[config.mk]
export PLATFORM = sky130hd
export DESIGN_NAME = mem_shadow_slot
export DESIGN_NICKNAME = d
export VERILOG_FILES = /design/src/rtl/mem_shadow_model_pkg.sv /design/src/rtl/mem_shadow_model_slot.sv
export SDC_FILE = /design/constraint.sdc
export NUM_CORES = 1
export LEC_CHECK = 0
export CORE_MARGIN = 3
export CORE_UTILIZATION = 32
export DETAILED_ROUTE_END_ITERATION = 12
export PLACE_DENSITY_LB_ADDON = 0.3
export SKIP_LAST_GASP = 1
export SYNTH_ARGS = -nofsm -noshare
export SYNTH_HDL_FRONTEND = slang
export SYNTH_SLANG_ARGS = --single-unit
[constraint.sdc]
create_clock -name clk -period 1.58 [get_ports clk]
set_input_delay 0.237 -clock clk [delete_from_list [all_inputs] [get_ports clk]]
set_output_delay 0.237 -clock clk [all_outputs]
set_load 0.005 [all_outputs]
[src/rtl/mem_shadow_model_pkg.sv]
// Shared types and helpers for the memory shadow model: FSM encoding and the
// word-address comparator used by every slot.
package mem_model_pkg;

    typedef enum logic [1:0] {
        IDLE = 2'd0,
        WAIT = 2'd1,
        RESP = 2'd2
    } state_t;

    localparam int MAX_XLEN = 64;
    localparam int XLEN_DEF = 32;
    localparam int STRB_W   = XLEN_DEF / 8;

    // Word compare: byte-offset bits [1:0] never take part in the match.
    function automatic logic word_match(input logic [MAX_XLEN-1:0] a,
                                        input logic [MAX_XLEN-1:0] b,
                                        input int                  xlen);
        logic m;
        m = 1'b1;
        for (int i = 2; i < MAX_XLEN; i++)
            if (i < xlen && a[i] != b[i]) m = 1'b0;
        return m;
    endfunction

endpackage

[src/rtl/mem_shadow_model_slot.sv]
// One tracked shadow word: byte-strobed write on commit, plus match flags
// against the live bus address and the latched request address.
module mem_shadow_slot
    import mem_model_pkg::*;
#(
    parameter int              XLEN      = 32,
    parameter logic [XLEN-1:0] INIT_DATA = '0
) (
    input  logic              clk,
    input  logic              reset,
    input  logic [XLEN-1:0]   slot_addr,
    input  logic [XLEN-1:0]   live_addr,
    input  logic [XLEN-1:0]   req_addr,
    input  logic [XLEN-1:0]   wdata,
    input  logic [XLEN/8-1:0] wstrb,
    input  logic              commit,
    output logic [XLEN-1:0]   word,
    output logic              live_match,
    output logic              req_match
);

    always_comb begin
        live_match = word_match(MAX_XLEN'(slot_addr), MAX_XLEN'(live_addr), XLEN);
        req_match  = word_match(MAX_XLEN'(slot_addr), MAX_XLEN'(req_addr), XLEN);
    end

    always_ff @(posedge clk or posedge reset) begin
        if (reset) begin
            word <= INIT_DATA;
        end else if (commit && req_match) begin
            for (int j = 0; j < XLEN/8; j++)
                if (wstrb[j]) word[8*j +: 8] <= wdata[8*j +: 8];
        end
    end

endmodule

; ---- Word-level counts from Yosys, hierarchy flattened
; Index checks and enable logic that the tools add are counted.
[totals]
register_bits = 32
latch_bits = 0
ram_bits = 0
romBits = 0
inputBits = 135
wordCells = 129
memories = 0
[classes]
n_addsub = 0
n_mul = 0
n_div = 0
n_lt_le_gt_ge = 0
eq_ne = 60
n_shift = 0
muxes = 60
n_bitwise = 0
reduce_logical = 5
[ops]
columns = op, n
row1 = 1-bit two-way mux, 60
row2 = 1-bit inequality test, 60
row3 = 2-bit AND reduction, 4
row4 = 1-bit logical AND, 1

; ---- Logic depth before layout (Yosys ltp)
[logic_depth]
ltp_word = 33
mapped_depth = 5
mapped_depth_nobuf = 5

; ---- Worst setup path before layout
; No wires, ideal clock.
[synth_timing]
path_type = input-to-reg
from = input req_addr[22]
to = register word[24]
setup_ps = 125
arrival_ps = 1898
path_slack_ps = -443
stages = 5
cell_sequence = xor2_1 nor4_2 nand4_4 nor4_4 mux2_4
[synth_between]
elab_chain_cells = 13
[synth_lines]
columns = item, line
row1 = "start, declared", mem_shadow_model_slot.sv:13  ; input logic [XLEN-1:0] req_addr,
row2 = 1-bit inequality test, mem_shadow_model_pkg.sv:22  ; if (i < xlen && a[i] != b[i]) m = 1'b0;
row3 = 1-bit two-way mux (10 in a row), mem_shadow_model_pkg.sv:22
row4 = 1-bit logical AND, mem_shadow_model_slot.sv:30  ; end else if (commit && req_match) begin
row5 = 2-bit AND reduction (no line), -
row6 = "end signal, assigned by index", mem_shadow_model_slot.sv:32  ; if (wstrb[j]) word[8*j +: 8] <= wdata[8*j +: 8];
row7 = "end, declared", mem_shadow_model_slot.sv:17  ; output logic [XLEN-1:0] word,
; No other way between the ends.
; A chain may end at the register's enable or synchronous reset.

; ---- Final worst setup path
[layout_timing]
from = input req_addr[21]
to = register word[31]
[layout_between]
elab_chain_cells = 14
[layout_lines]
columns = item, line
row1 = 1-bit inequality test, mem_shadow_model_pkg.sv:22
row2 = 1-bit two-way mux (11 in a row), mem_shadow_model_pkg.sv:22
row3 = 1-bit logical AND, mem_shadow_model_slot.sv:30
row4 = 2-bit AND reduction (no line), -
; No other way between the ends.

==> out/qor.csv <==
metric,value,unit
Layout Skew,0,ps
critical path class,primary input to flop,
RD Place Congestion,0.8613,
Max-Cap Viols,0,
row cnt,28,
Synth Net Count,291,
P per Cell Area,501.8,nW/um^2
Biggest register,word,
Final period util,120.8,%
area occupied by multi-input gates,1423,um^2
Overall Power,0.002150,W
fin. max-slew vios,0,
CTS tree,yes,
CP endpoint kind,flop,
final critical-path required period,1908,ps
drt drc,0,
Reg2Reg Depth,1,
"Core Util, Final",71.51,%
vias in the first global route,2229,
Synthesis Warnings,0,
register area,800.8,um^2
Inserted Diodes,0,
setup ws final,-328.0,ps
clk buf depth,2,
count of different cell masters after synthesis,16,
r2r startpoint,word[2],
Starting Density,33.31,%
Hold/Removal Path Class,primary input to async pin,
Die Width,84.97,um
Routed WL,7296,um
setup violators final,34,
CP startpoint kind,primary input,
post-synth top area cell,dfrtp_1,
IO Pins,169,
crit path max fanout,8,
synthesized cell area,1996,um^2
Num CTS Buffers,5,
Worst VDD drop,0.5563,mV
RSZ-0062 raised after global routing,yes,
"Data arrival, critical path",2070,ps
post-route cell area,4284,um^2
PortBufs,162,
CTS root buf,clkbuf_8,
first-pass GRT wire length,11130,um
TritonCTS Sinks,32,
failing checks,negative setup slack,
largest registers,word x32,
"Net count, final",497,
Synth area leaders,"dfrtp_1, xor2_1, mux2_2",
htree depth,2,
Placement Setup Slack,-991.1,ps
Chip Height,84.97,um
Yosys reg bits,32,
Syn Area/Cell,12.79,um^2
Worst-Skew Late Latency,280,ps
hold violation count in the final report,0,
sequential fraction of the synthesis area,40.13,%
die area,7220,um^2
maximum clock rate,524.1,MHz
initial antenna violation count,0,
Fill cells,469,
max FFs per register,32,
reg2reg end,word[2],
Routed Antenna Nets,0,
initial DRC count,48,
Post-Layout Cell Count,438,
static leakage,2.027,nW
status,"complete, but fails checks",
largest net degree at the start of global routing,17,
Total GRT Usage,20.01,%
share of cells above drive strength 1,40.50,%
DP HPWL,6178,um
DR vias/cell,4.463,
Overflow after GRT,0,
post-synth top area share,40.13,%
Layout area overhead,114.7,%
actual slew at the worst max-slew pin,283.4,ps
router iterations before antenna repair,4,
core area,5991,um^2
"Reg clk slew, reported paths",70,ps
Worst Path Required,1750,ps
vias,1955,
Rel. slew slack,80.95,%
Mapped Cells,156,
DR WL/cell,16.66,um
reg2reg setup slack,790,ps
Cells after DPL,426,
Area after DPL,4053,um^2
==> per-stage QoR <==
step / hold WS, ps / TNS, ps
2_1_floorplan: 353.2 / -13240
3_3_place_gp: 491.8 / -32450
3_5_place_dp: 491.6 / -32140
4_1_cts: 285.1 / -9463
5_1_grt: 302.1 / -11730
6_report: 278.3 / -9781
==> cell type report <==
| type | count | area share [%] |
|---|---|---|
| clock inverters | 3 | 0.9930 |
| inverters | 5 | 0.4381 |
| repair buffers | 199 | 42.87 |
| well taps | 75 | 2.190 |
| clock buffers | 5 | 1.606 |
| flip-flops and latches | 32 | 18.69 |
| multi-input cells | 119 | 33.21 |
==> placed cells by master (no fill, tap or decap), types with 2 or more instances in the layout <==
master / n
clkdlybuf4s50_1: 79
xor2_1: 40
mux2_4: 32
dfrtp_1: 32
buf_4: 25
dlygate4sd2_1: 22
clkbuf_2: 20
buf_6: 18
clkdlybuf4s15_1: 13
nor4_2: 10
xor2_2: 10
xnor2_1: 9
dlymetal6s2s_1: 9
buf_2: 9
inv_1: 5
nor4_4: 5
clkbuf_8: 5
nand4_1: 3
buf_12: 3
nor4_1: 2
==> report_power, final <==
group / leakage, nW / internal [W] / switching [W]
logic: 1.53 / 0.000354 / 0.000216
clock network: 0.0541 / 0.000466 / 0.000295
registers: 0.447 / 0.000819 / 0.0000000000181
==> metal layers <==
| layer | vias up | global-route usage, % | wire length (um) | share of wire, % |
|---|---|---|---|---|
| li1 | 944 | - | - | - |
| met1 | 943 | 22.63 | 2664 | 37 |
| met2 | 59 | 38.91 | 4265 | 58 |
| met3 | 9 | 2.816 | 275 | 3.8 |
| met4 | 0 | 4.892 | 91 | 1.2 |
| met5 | - | 0 | 0 | 0 |
==> cell usage after synthesis, drive strengths merged <==
cell    n
xor2   50
dfrtp  32
mux2   32
nor4   17
xnor2  10
inv     5
nand4   4
nand3   2
nor2    2
and3    1
nand2   1
==> kinds of logic (layout without fill, tap and decap cells) <==
family / count (synthesis) / count (layout) / share of synthesized area, %
xor gates and xnor gates: 60 / 60 / 26.33
DFF: 32 / 32 / 40.13
and+or+nand+nor: 27 / 27 / 13.04
buffers and inverters: 5 / 212 / 0.9405
muxes: 32 / 32 / 19.56
==> how the worst max path moves through the flow <==
stage | depth (start not counted) | endpoint | slack, ps | start
6_report | 9 | word[31] | -330 | req_addr[21]
5_1_grt | 9 | word[18] | -390 | req_addr[21]
4_1_cts | 9 | word[31] | -310 | slot_addr[30]
3_5_place_dp | 9 | word[8] | -990 | slot_addr[21]
3_3_place_gp | 8 | req_match | -1030 | slot_addr[21]
2_1_floorplan | 5 | word[24] | -440 | req_addr[22]
==> worst max-delay path, stage by stage <==
cell and delay [ps]:
buf_6 100, xor2_2 160, nor4_2 330, buf_4 180
nand4_4 110, buf_12 170, nor4_4 290, buf_12 180
mux2_4 300
==> repair_timing <==
action                                  4_1_cts  5_1_grt
gates resized for setup                     151       93
endpoints found under the setup margin       34       34
hold endpoints to repair                      0        0
buffers inserted                              0        4
hold buffers                                  0        0
pin swaps                                    42       33
(Power assumes the default switching activity.)
